### src/rtl/mux_operaciones.sv
// Registered arithmetic/logic unit with a seven-segment view of the low result nibble.
// Each edge loads one result from that cycle's operands; there is no accumulation.
module mux_operaciones #(
  parameter int N = 4
) (
  input  logic         clk,
  input  logic         rst,
  input  logic [N-1:0] A,
  input  logic [N-1:0] B,
  input  logic [2:0]   selector,
  input  logic         operacion,
  output logic [N:0]   out,
  output logic [6:0]   deco
);

  localparam logic [N-1:0] WIDTH_AMT = N[N-1:0];
  localparam logic [N:0]   ZERO_RES  = {(N+1){1'b0}};
  localparam logic [6:0]   SEG_ZERO  = 7'b1000000;

  logic [N:0] out_q;
  logic [N:0] out_d;
  logic [6:0] deco_q;
  logic [6:0] deco_d;

  // Active-low {g,f,e,d,c,b,a} pattern for one hex digit.
  function automatic logic [6:0] seg7(input logic [3:0] v);
    logic [6:0] s;
    case (v)
      4'h0:    s = 7'b1000000;
      4'h1:    s = 7'b1111001;
      4'h2:    s = 7'b0100100;
      4'h3:    s = 7'b0110000;
      4'h4:    s = 7'b0011001;
      4'h5:    s = 7'b0010010;
      4'h6:    s = 7'b0000010;
      4'h7:    s = 7'b1111000;
      4'h8:    s = 7'b0000000;
      4'h9:    s = 7'b0010000;
      4'hA:    s = 7'b0001000;
      4'hB:    s = 7'b0000011;
      4'hC:    s = 7'b1000110;
      4'hD:    s = 7'b0100001;
      4'hE:    s = 7'b0000110;
      4'hF:    s = 7'b0001110;
      default: s = 7'b1111111;
    endcase
    return s;
  endfunction

  // Sign-filling right shift; oversized amounts saturate to all sign bits.
  function automatic logic [N-1:0] shift_ra(input logic [N-1:0] a, input logic [N-1:0] amt);
    logic [N-1:0] r;
    if (amt >= WIDTH_AMT) begin
      r = {N{a[N-1]}};
    end else begin
      r = $signed(a) >>> amt;
    end
    return r;
  endfunction

  // Zero-filling right shift; oversized amounts give zero.
  function automatic logic [N-1:0] shift_rl(input logic [N-1:0] a, input logic [N-1:0] amt);
    logic [N-1:0] r;
    if (amt >= WIDTH_AMT) begin
      r = {N{1'b0}};
    end else begin
      r = a >> amt;
    end
    return r;
  endfunction

  // Zero-filling left shift; arithmetic and logical left shifts are identical.
  function automatic logic [N-1:0] shift_l(input logic [N-1:0] a, input logic [N-1:0] amt);
    logic [N-1:0] r;
    if (amt >= WIDTH_AMT) begin
      r = {N{1'b0}};
    end else begin
      r = a << amt;
    end
    return r;
  endfunction

  function automatic logic [N-1:0] rot_r1(input logic [N-1:0] a);
    return {a[0], a[N-1:1]};
  endfunction

  // Next result selection; only addition drives the carry bit.
  always_comb begin
    out_d = ZERO_RES;
    case ({operacion, selector})
      4'b1_000: out_d = {1'b0, A} + {1'b0, B};
      4'b1_001: out_d = {1'b0, A - B};
      4'b1_010: out_d = {1'b0, shift_ra(A, B)};
      4'b1_011: out_d = {1'b0, shift_l(A, B)};
      4'b1_100: out_d = {1'b0, rot_r1(A)};
      4'b0_000: out_d = {1'b0, A & B};
      4'b0_001: out_d = {1'b0, A | B};
      4'b0_010: out_d = {1'b0, A ^ B};
      4'b0_011: out_d = {1'b0, shift_rl(A, B)};
      4'b0_100: out_d = {1'b0, shift_l(A, B)};
      4'b0_101: out_d = {1'b0, rot_r1(A)};
      default:  out_d = ZERO_RES;
    endcase
    deco_d = seg7(out_d[3:0]);
  end

  // Result and display registers with synchronous reset.
  always_ff @(posedge clk) begin
    if (rst) begin
      out_q  <= ZERO_RES;
      deco_q <= SEG_ZERO;
    end else begin
      out_q  <= out_d;
      deco_q <= deco_d;
    end
  end

  assign out  = out_q;
  assign deco = deco_q;

endmodule

### config.mk
export PLATFORM = sky130hd
export DESIGN_NAME = mux_operaciones
export DESIGN_NICKNAME = d
export VERILOG_FILES = /design/src/rtl/mux_operaciones.sv
export SDC_FILE = /design/constraint.sdc
export NUM_CORES = 1
export LEC_CHECK = 0
export ABC_AREA = 1
export BUFFER_PORTS_ARGS = -buffer_cell sky130_fd_sc_hd__buf_4
export CAP_MARGIN = 20
export CORE_MARGIN = 2
export CORE_UTILIZATION = 57
export DETAILED_ROUTE_END_ITERATION = 16
export HOLD_SLACK_MARGIN = 0.08
export PLACE_DENSITY = 0.84
export SYNTH_ARGS = -nofsm -noshare
export SYNTH_HDL_FRONTEND = slang
export SYNTH_SLANG_ARGS = --single-unit
### constraint.sdc
create_clock -name clk -period 2.85 [get_ports clk]
set_input_delay 0.57 -clock clk [delete_from_list [all_inputs] [get_ports clk]]
set_output_delay 0.57 -clock clk [all_outputs]
set_load 0.05 [all_outputs]
---- Word level (Yosys, flattened, before mapping) ----
Memories as Yosys holds them, arrays and structs flattened. A register that Yosys moved wholly into a read port is not among the register bits.
Index checks and enable logic that the tools add are counted.
cells by class
  add/subtract/negate cells ............... 2
  multiply operators ...................... 0
  div/mod/pow operators ................... 0
  magnitude comparators ................... 1
  equality and inequality tests ........... 10
  shift-type cells ........................ 3
  muxes and demuxes ....................... 4
  bitwise logic cells ..................... 3
  reduce and logical (&&, ||, !) cells .... 3
operators with widths
  cell                  number
  $pmux W5 S9           1
  $eq A4 B4 Y1 const B  5
  $mux W4               3
  $eq A4 B2 Y1 const B  2
  $eq A4 B3 Y1 const B  2
  $add A4 B4 Y5         1
  $and A4 B4 Y4         1
  $eq A4 B1 Y1 const B  1
  $ge A4 B3 Y1 const B  1
  $logic_not A4 Y1      1
  $or A4 B4 Y4          1
  $reduce_or A2 Y1      2
  $shl A4 B4 Y4         1
  $shr A4 B4 Y4         1
  $sshr A4 B4 Y4        1
  $sub A4 B4 Y4         1
  $xor A4 B4 Y4         1
word-level totals
  register bits ........................... 5
  bits in latches ......................... 0
  bits in writable memories ............... 0
  memory bits (read-only) ................. 112
  bits of input ports ..................... 14
  output and inout port bits .............. 12
  word-level logic and storage cells ...... 28
  memories kept ........................... 1
memories
  memory            depth  bits a word  read ports  clocked after memory_dff  write ports  RTL line  RTL
  (name not given)  16     7            1           1                         0            28        case (v)

---- Longest topological paths before layout ----
Gate-level depths: netlist (run 1).
  depth in word-level cells ............... 3
  depth in mapped cells ................... 17
  depth with buffers taken out ............ 17

---- Worst setup path before layout (run 1) ----
OpenSTA, ideal clock, no wires.
  kind .................................... input port to flip-flop
  from .................................... in A[0]
  to ...................................... reg deco_q[0], in the netlist deco[0]
  setup time .............................. 66 ps
  data arrival time ....................... 2400 ps
  data required time ...................... 2784 ps
  setup slack ............................. 384 ps
  stages .................................. 14
  path buffers ............................ 0
  cells stage by stage .................... ha_1 inv_1 fa_1 inv_1 nand3_1 nand4_1 nor2_1 nand3_1 inv_1 ha_1 inv_1 nand3_1 nand3_1 a21oi_2
on the way
  longest elaborated chain between the ends .. 3
  elaborated cells on any way between the ends .. 12
  classes of those cells .................. add/sub (2); shift (3); mux (4); bitwise (3)
ends and longest elaborated chain
  element                                      RTL line    RTL
  start, declared                              8           input logic [N-1:0] A,
  $shl A4 B4 Y4, or another cell as far along  78          r = a << amt;
  $mux W4, on equally long branches            75, 53, 64
  $pmux W5 S9 (*)                              90          case ({operacion, selector})
  via out_d[1]                                 21          logic [N:0] out_d;
  end, declared                                22          logic [6:0] deco_q;
The timed path passes the listed nets; every way through them passes the cells marked *.
A chain may end at the register's enable or synchronous reset.

---- Final worst setup path (run 1) ----
  from .................................... in B[0]
  to ...................................... reg deco_q[0], in the netlist deco[0]
on the way
  longest elaborated chain between the ends .. 3
  elaborated cells on any way between the ends .. 13
  classes of those cells .................. add/sub (2); order compare (1); shift (3); mux (4); bitwise (3)
ends and longest elaborated chain
  element                                     RTL line    RTL
  start, declared                             9           input logic [N-1:0] B,
  $ge A4 B3 Y1, or another cell as far along  53, 64, 75
  $mux W4, on equally long branches           75, 53, 64
  $pmux W5 S9 (*)                             90
  via out_d[1]                                21
Marks and branches as above.

==> impl_metrics.csv, run 1 <==
group,metric,value,unit
power_and_ir_drop,p_per_area,336,nW/µm²
clock_tree,clk_pin_slew,0.07,ns
layout,final_nets,339,
logic_synthesis,synth_top_area_frac,0.199,
logic_synthesis,synthTopCellsByArea,"nand2_1, dfxtp_1, ha_1",
sta,post-route-period-util,0.863,
floorplanning,die_h,57.3,µm
worst_setup_path,path_cells,"buf_4, ha_1, inv_1, fa_1, inv_1, nand3_1, nand4_1, nor2_1, nand3_1, inv_1, ha_1, inv_1, nand3_1, nand3_1, a21oi_2",
clock_tree,postCtsHoldBufs,0,
layout,fin_util,0.688,
clock_tree,cts_tree,"built",
route,via_count,1707,
floorplanning,chipWidth,57.3,µm
floorplanning,coreArea,2730,µm²
clock_tree,cts-buffers-inserted,3,
clock_tree,clock_path_buffers,2,
route,wl_per_cell,11.2,µm
route,remaining_drc_errors,0,
run,cap_violations,0,
logic_synthesis,synth_common_cells,"nand2_1, nand3_1, inv_1",
worst_setup_path,end_kind,"flip-flop",
sta,setup_ws,0.389,ns
clock_tree,post-cts-setup-buffers,0,
logic_synthesis,postSynthCellCount,275,
clock_tree,ctsRootBufferMaster,"clkbuf_4",
power_and_ir_drop,leakage,1.07,nW
sta,period_minus_slack,2.46,ns
logic_synthesis,yosysTopAreaCell,"nand2_1",
floorplanning,num_rows,19,
sta,slew_viol_final,0,
placement,dp_hpwl,3140,µm
worst_setup_path,start_kind,"primary input",
worst_setup_path,slowest_stage,"fa_1",
layout,area_growth,16.2,%
placement,dp.cells,331,
logic_synthesis,synth_edf_count,0,
layout,fill_cells,249,
logic_synthesis,synth.avg_cell_area,5.89,µm²
placement,place.gp.congestion,0.946,
placement,place_ws,0.132,ns
floorplanning,ios,26,
global_route,grt_pass1_wl,6470,µm
logic_synthesis,ys_types,26,
logic_synthesis,synth_ff_type,"dfxtp_1",
logic_synthesis,synth_fp_nets,309,
route,drt_iter0_markers,45,
logic_synthesis,yosysMostFrequentCell,"nand2_1",
layout,drive_above_1_share,0.220,
power_and_ir_drop,vdd_drop_max,0.456,mV
layout,fin_cells,335,
sta,max_freq,406,MHz
logic_synthesis,syn_area,1620,µm²
clock_tree,htreeDepth,1,
logic_synthesis,ys_ff_latch,12,
placement,portBuffers,25,
sta,finalHoldViolations,0,
sta,tns,0,ns
global_route,grt_max_degree,15,
worst_setup_path,crit_required,3.06,ns
sta,rsz0062_at_grt,"no",
global_route,grt_usage,0.244,
route,viasPerCell,5.10,
worst_setup_path,slowest_delay,0.47,ns
worst_setup_path,cp.arrival,2.67,ns
status,status,"completed",
route,drtPass1Iterations,4,
logic_synthesis,yosysSeqAreaShare,0.148,
worst_setup_path,crit_type,"in -> reg",
layout,antenna_cells,0,
floorplanning,start_util,0.592,
global_route,antenna_found_initial,0,
clock_tree,cts_sinks,12,
logic_synthesis,ys_warn_count,0,
global_route,grt_pass1_vias,1561,
global_route,grt_remaining_overflow,0,
route,postRouteAntennaNets,0,
floorplanning,dieArea,3280,µm²
logic_synthesis,async_reset_ff_frac,0,
route,finalWirelength,3740,µm
worst_setup_path,worst-path-max-fanout,9,
sta,tightest_slew,0.361,ns
sta,slew_headroom,0.758,
hold_path,min_path_type,"in -> reg",
clock_tree,cts_resized,0,
sta,setup_violations,0,
-- registers in the layout (all words and copies together), names as in the netlist --
signal	flops
deco	7
out	5
-- path summary, 6_finish.rpt --
check / depth (start not counted) / start / end / slack (ns)
max: 15 / B[0] / deco[0] / 0.39
min: 2 / rst / deco[0] / 0.50
-- cell families (layout without fill, tap and decap cells) --
| family | count (synthesis) | in the layout | synth area share |
|---|---|---|---|
| flops | 12 | 12 | 0.148 |
| buf+inv | 48 | 77 | 0.117 |
| compound gates | 13 | 13 | 0.0441 |
| fa+ha+maj | 20 | 20 | 0.164 |
| simple gates | 182 | 182 | 0.527 |
-- placed cells by master (no fill, tap or decap) --
| master | n |
|---|---|
| clkinv_1 | 2 |
| o21ai_1 | 6 |
| or2_1 | 1 |
| nor2_1 | 26 |
| o211ai_1 | 1 |
| nand3b_1 | 3 |
| nor3b_2 | 1 |
| a21oi_2 | 1 |
| clkbuf_8 | 1 |
| o21ai_0 | 2 |
| nand4_1 | 4 |
| inv_1 | 29 |
| clkbuf_4 | 3 |
| nand3_1 | 41 |
| fa_1 | 2 |
| nor2_2 | 6 |
| nor3_1 | 1 |
| nand2_2 | 5 |
| nor2_4 | 4 |
| nand3_2 | 3 |
| nand2_1 | 86 |
| inv_2 | 15 |
| dfxtp_1 | 12 |
| buf_4 | 27 |
| ha_1 | 18 |
| nand4_2 | 1 |
| a21oi_1 | 3 |
-- report_power, final --
group | switching (mW) | internal, mW | leakage [nW] | total (mW)
Combinational | 0.213 | 0.102 | 0.955 | 0.315
Sequential | 0.00371 | 0.184 | 0.0985 | 0.188
Clock | 0.0509 | 0.0776 | 0.0210 | 0.128
-- through the flow --
stage / area, µm² / hold slack [ns] / total power, mW
floorplan: 1620 / 0.632 / 0.415
global placement: 1840 / 0.780 / 0.503
detailed placement: 1840 / 0.780 / 0.505
CTS: 1880 / 0.496 / 0.633
global route: 1880 / 0.508 / 0.676
finish: 1880 / 0.499 / 0.632
-- critical path: cells and delay by family --
| kind | cells | cell delay, ns |
|---|---|---|
| and+or+nand+nor | 6 | 0.61 |
| AOI/OAI and AO/OA | 1 | 0.13 |
| buffers and inverters | 5 | 0.44 |
| adders and majority gates | 3 | 0.91 |
-- cell type report --
class                      instances  area [µm²]  area share
timing repair buffer              27         203       0.108
inverter                          46         173      0.0918
clock buffer                       4        36.3      0.0193
sequential                        12         240       0.128
multi-input combinational        215        1190       0.633
tap                               31        38.8      0.0206
-- routing by layer --
layer	share of wire	track usage	vias up
met4	0.013	0.0831	0
met5	0	0	-
met1	0.46	0.312	736
li1	-	-	917
met2	0.48	0.427	50
met3	0.051	0.0272	4
(Power assumes the default switching activity.)
==> run 2: changes to the inputs <==
--- a/config.mk
+++ b/config.mk
@@ -12,7 +12,7 @@
 export CORE_UTILIZATION = 57
 export DETAILED_ROUTE_END_ITERATION = 16
 export HOLD_SLACK_MARGIN = 0.08
-export PLACE_DENSITY = 0.84
+export PLACE_DENSITY = 0.87
 export SYNTH_ARGS = -nofsm -noshare
 export SYNTH_HDL_FRONTEND = slang
 export SYNTH_SLANG_ARGS = --single-unit
==> impl_metrics.csv, run 2 (synthesized netlist as in run 1, its figures left out) <==
group,metric,value,unit
status,status,"completed",
clock_tree,postCtsHoldBufs,0,
clock_tree,cts_sinks,12,
sta,slew_viol_final,0,
layout,final_common_cell,"nand2_1",
global_route,grt_remaining_overflow,0,
layout,drive_above_1_share,0.220,
sta,rsz0062_at_grt,"no",
clock_tree,cts_tree,"built",
sta,slew_headroom,0.717,
route,drt_iter0_markers,70,
route,remaining_drc_errors,0,
power_and_ir_drop,combPwrFrac,0.499,
worst_setup_path,crit_required,3.06,ns
clock_tree,post-cts-setup-buffers,0,
clock_tree,clk_pin_slew,0.07,ns
worst_setup_path,start_kind,"primary input",
layout,fill_cells,261,
power_and_ir_drop,leakage,1.07,nW
power_and_ir_drop,switchingPower,0.273,mW
hold_path,hp-start,"rst",
global_route,grt_usage,0.246,
floorplanning,die_h,57.3,µm
clock_tree,ctsRootBufferMaster,"clkbuf_4",
run,cap_violations,0,
sta,tightest_slew,0.420,ns
layout,area_growth,16.2,%
global_route,grt_pass1_vias,1557,
power_and_ir_drop,vdd_drop_max,0.418,mV
worst_setup_path,crit_type,"in -> reg",
worst_setup_path,cp.arrival,2.73,ns
layout,layout_common_cells,"nand2_1, nand3_1, inv_1, buf_4, nor2_1",
power_and_ir_drop,power,0.638,mW
hold_path,hold_path_end,"deco[0]",
power_and_ir_drop,swShare,0.428,
sta,setup_violations,0,
route,viasPerCell,5.32,
power_and_ir_drop,intPower,0.364,mW
power_and_ir_drop,power_frac_clock,0.207,
global_route,antenna_found_initial,0,
sta,post-route-period-util,0.883,
placement,portBuffers,25,
power_and_ir_drop,p_per_area,339,nW/µm²
hold_path,worstHoldPathCells,2,
layout,largest_register_ffs,7,
layout,antenna_cells,0,
route,wl_per_cell,11.7,µm
sta,max_freq,397,MHz
route,via_count,1782,
hold_path,min_path_type,"in -> reg",
placement,dp_hpwl,3270,µm
sta,period_minus_slack,2.52,ns
worst_setup_path,worst-path-max-fanout,9,
layout,final_nets,339,
route,drtPass1Iterations,4,
clock_tree,htreeDepth,1,
sta,tns,0,ns
power_and_ir_drop,seq_power_share,0.294,
placement,place.gp.congestion,1.00,
floorplanning,chipWidth,57.3,µm
floorplanning,ios,26,
route,finalWirelength,3920,µm
clock_tree,cts_resized,0,
worst_setup_path,end_kind,"flip-flop",
sta,finalHoldViolations,0,
floorplanning,coreArea,2730,µm²
clock_tree,clock_path_buffers,2,
floorplanning,num_rows,19,
global_route,grt_max_degree,15,
clock_tree,cts-buffers-inserted,3,
floorplanning,dieArea,3280,µm²
route,postRouteAntennaNets,0,
global_route,grt_pass1_wl,6460,µm
floorplanning,start_util,0.592,
==> run 2: per-layer routing <==
metal  vias up  global-route usage  share of wire  wire, µm
met2        70               0.433           0.47      1840
met5         -                   0              0         0
li1        924                   -              -         -
met3        13              0.0204          0.056       220
met1       775               0.307           0.45      1760
met4         0               0.103          0.028       111
==> run 2: layout make-up <==
type / instances / area [µm²] / area share
Inverter: 46 / 173 / 0.0918
Tap cell: 31 / 38.8 / 0.0206
Sequential cell: 12 / 240 / 0.128
Multi-Input combinational cell: 215 / 1190 / 0.633
Timing Repair Buffer: 27 / 203 / 0.108
Clock buffer: 4 / 36.3 / 0.0193
==> run 2: worst max path at each step <==
stage | startpoint | to | slack [ns]
6_report | B[0] | deco[0] | 0.33
3_5_place_dp | B[0] | deco[0] | 0.07
5_1_grt | B[0] | deco[0] | 0.12
2_1_floorplan | A[0] | deco[0] | 0.38
4_1_cts | B[0] | deco[0] | 0.36
3_3_place_gp | B[0] | deco[0] | 0.10
==> run 2: critical path: stages <==
cell	delay (ns)
buf_4	0.13
ha_1	0.21
inv_1	0.06
fa_1	0.47
inv_1	0.04
nand3_1	0.07
nand4_1	0.09
nor2_1	0.17
nand3_1	0.12
inv_1	0.12
ha_1	0.25
inv_1	0.08
nand3_1	0.11
nand3_1	0.10
a21oi_2	0.13
==> run 2: metrics by stage <==
step | cell area, µm² | utilization | cells | setup WS [ns] | hold slack (ns)
after CTS | 1880 | 0.688 | 335 | 0.359 | 0.492
after global routing | 1880 | 0.688 | 335 | 0.119 | 0.507
after floorplan | 1620 | - | 275 | 0.384 | 0.632
after detailed placement | 1840 | 0.675 | 331 | 0.0720 | 0.778
final | 1880 | 0.688 | 335 | 0.333 | 0.490
after global placement | 1840 | 0.675 | 331 | 0.104 | 0.775
==> run 2: power by group through the flow <==
stage          clock [mW]  sequential [mW]  combinational [mW]
2_1_floorplan           0            0.250               0.165
3_3_place_gp            0            0.191               0.311
3_5_place_dp            0            0.192               0.316
4_1_cts             0.131            0.188               0.317
5_1_grt             0.135            0.189               0.351
6_report            0.132            0.188               0.318
==> run 3: changes to the inputs <==
--- a/config.mk
+++ b/config.mk
@@ -6,11 +6,11 @@
 export NUM_CORES = 1
 export LEC_CHECK = 0
 export ABC_AREA = 1
-export BUFFER_PORTS_ARGS = -buffer_cell sky130_fd_sc_hd__buf_4
 export CAP_MARGIN = 20
 export CORE_MARGIN = 2
-export CORE_UTILIZATION = 57
+export CORE_UTILIZATION = 64
 export DETAILED_ROUTE_END_ITERATION = 16
+export DONT_BUFFER_PORTS = 1
 export HOLD_SLACK_MARGIN = 0.08
 export PLACE_DENSITY = 0.87
 export SYNTH_ARGS = -nofsm -noshare
==> impl_metrics.csv, run 3 (synthesized netlist as in run 1, its figures left out) <==
group,metric,value,unit
status,status,"completed",
clock_tree,cts_tree,"built",
hold_path,hp-start,"rst",
floorplanning,chipWidth,54.3,µm
layout,drive_above_1_share,0.151,
layout,antenna_cells,0,
route,via_count,1687,
worst_setup_path,start_kind,"primary input",
floorplanning,num_rows,18,
clock_tree,htreeDepth,1,
sta,period_minus_slack,2.29,ns
placement,portBuffers,0,
placement,dp_hpwl,2950,µm
layout,fin_cells,309,
route,drt_iter0_markers,107,
clock_tree,clock_path_buffers,2,
clock_tree,cts_resized,0,
placement,place.gp.congestion,0.935,
placement,dp.cells,305,
route,drtPass1Iterations,4,
power_and_ir_drop,leakage,0.949,nW
route,postRouteAntennaNets,0,
sta,slew_viol_final,0,
clock_tree,cts-buffers-inserted,3,
hold_path,worstHoldPathCells,1,
global_route,grt_max_degree,15,
clock_tree,postCtsHoldBufs,0,
clock_tree,post-cts-setup-buffers,0,
run,cap_violations,0,
sta,finalHoldViolations,0,
sta,post-route-period-util,0.802,
clock_tree,cts_sinks,12,
route,viasPerCell,5.46,
global_route,grt_usage,0.274,
floorplanning,coreArea,2430,µm²
floorplanning,die_h,54.3,µm
power_and_ir_drop,power,0.577,mW
power_and_ir_drop,vdd_drop_max,0.351,mV
global_route,antenna_found_initial,0,
sta,tightest_slew,0.496,ns
clock_tree,clk_pin_slew,0.07,ns
worst_setup_path,end_kind,"flip-flop",
floorplanning,dieArea,2950,µm²
sta,tns,0,ns
route,wl_per_cell,11.6,µm
sta,slew_headroom,0.669,
sta,setup_violations,0,
worst_setup_path,cp.arrival,2.49,ns
layout,largest_register_ffs,7,
worst_setup_path,worst-path-max-fanout,4,
route,remaining_drc_errors,0,
layout,layout_common_cells,"nand2_1, nand3_1, inv_1, nor2_1, ha_1",
layout,fill_cells,238,
worst_setup_path,crit_type,"in -> reg",
layout,final_nets,314,
layout,area_growth,4.48,%
layout,final_common_cell,"nand2_1",
power_and_ir_drop,p_per_area,341,nW/µm²
worst_setup_path,crit_required,3.05,ns
hold_path,min_path_type,"in -> reg",
global_route,grt_pass1_vias,1436,
global_route,grt_pass1_wl,5950,µm
clock_tree,ctsRootBufferMaster,"clkbuf_4",
sta,max_freq,438,MHz
sta,rsz0062_at_grt,"no",
route,finalWirelength,3600,µm
placement,place_ws,0.289,ns
floorplanning,ios,26,
floorplanning,start_util,0.666,
global_route,grt_remaining_overflow,0,
hold_path,hold_path_end,"deco[0]",
sta,setup_ws,0.565,ns
-- run 3: cell count changes in the layout (fill, tap and decap cells not counted) --
| cell | previous run | this run |
|---|---|---|
| buf_4 | 27 | 2 |
-- run 3: where the power goes --
part | total (mW) | internal [mW] | leakage, nW | switching (mW)
sequential | 0.246 | 0.184 | 0.0985 | 0.0622
clock | 0.126 | 0.0776 | 0.0210 | 0.0485
combinational | 0.204 | 0.0716 | 0.829 | 0.133
-- run 3: worst max path at each step --
stage / from / end / slack [ns] / cells after the start
2_1_floorplan: A[0] / deco[0] / 0.38 / 14
3_3_place_gp: A[0] / deco[0] / 0.29 / 14
3_5_place_dp: A[0] / deco[0] / 0.29 / 14
4_1_cts: A[0] / deco[0] / 0.57 / 14
5_1_grt: A[0] / deco[0] / 0.37 / 14
6_report: A[0] / deco[0] / 0.56 / 14
-- run 3: worst max-delay path: stages --
cell and delay [ns]:
ha_1 0.18, inv_1 0.07, fa_1 0.47, inv_1 0.04, nand3_1 0.07, nand4_1 0.09, nor2_1 0.12, nand3_1 0.10
inv_1 0.11, ha_1 0.24, inv_1 0.08, nand3_1 0.11, nand3_1 0.10, a21oi_2 0.14
-- run 3: layer usage --
metal	track usage	routed length, µm
met5	0	0
met4	0.121	55
met3	0.0437	381
met2	0.444	1570
met1	0.357	1590
-- run 3: metrics by stage --
stage | area [µm²] | hold WS, ns | utilization
after floorplan | 1620 | 0.632 | -
after global placement | 1660 | 0.636 | 0.681
after detailed placement | 1660 | 0.637 | 0.681
after CTS | 1690 | 0.347 | 0.695
after global routing | 1690 | 0.352 | 0.695
final | 1690 | 0.359 | 0.695
-- run 3: layout make-up --
class                   instances  area, µm²  share of cell area
multi-input cells             215       1190               0.703
well taps                      30       37.5              0.0222
clock buffers                   4       36.3              0.0214
inverters                      46        173               0.102
flip-flops and latches         12        240               0.142
repair buffers                  2       15.0             0.00888
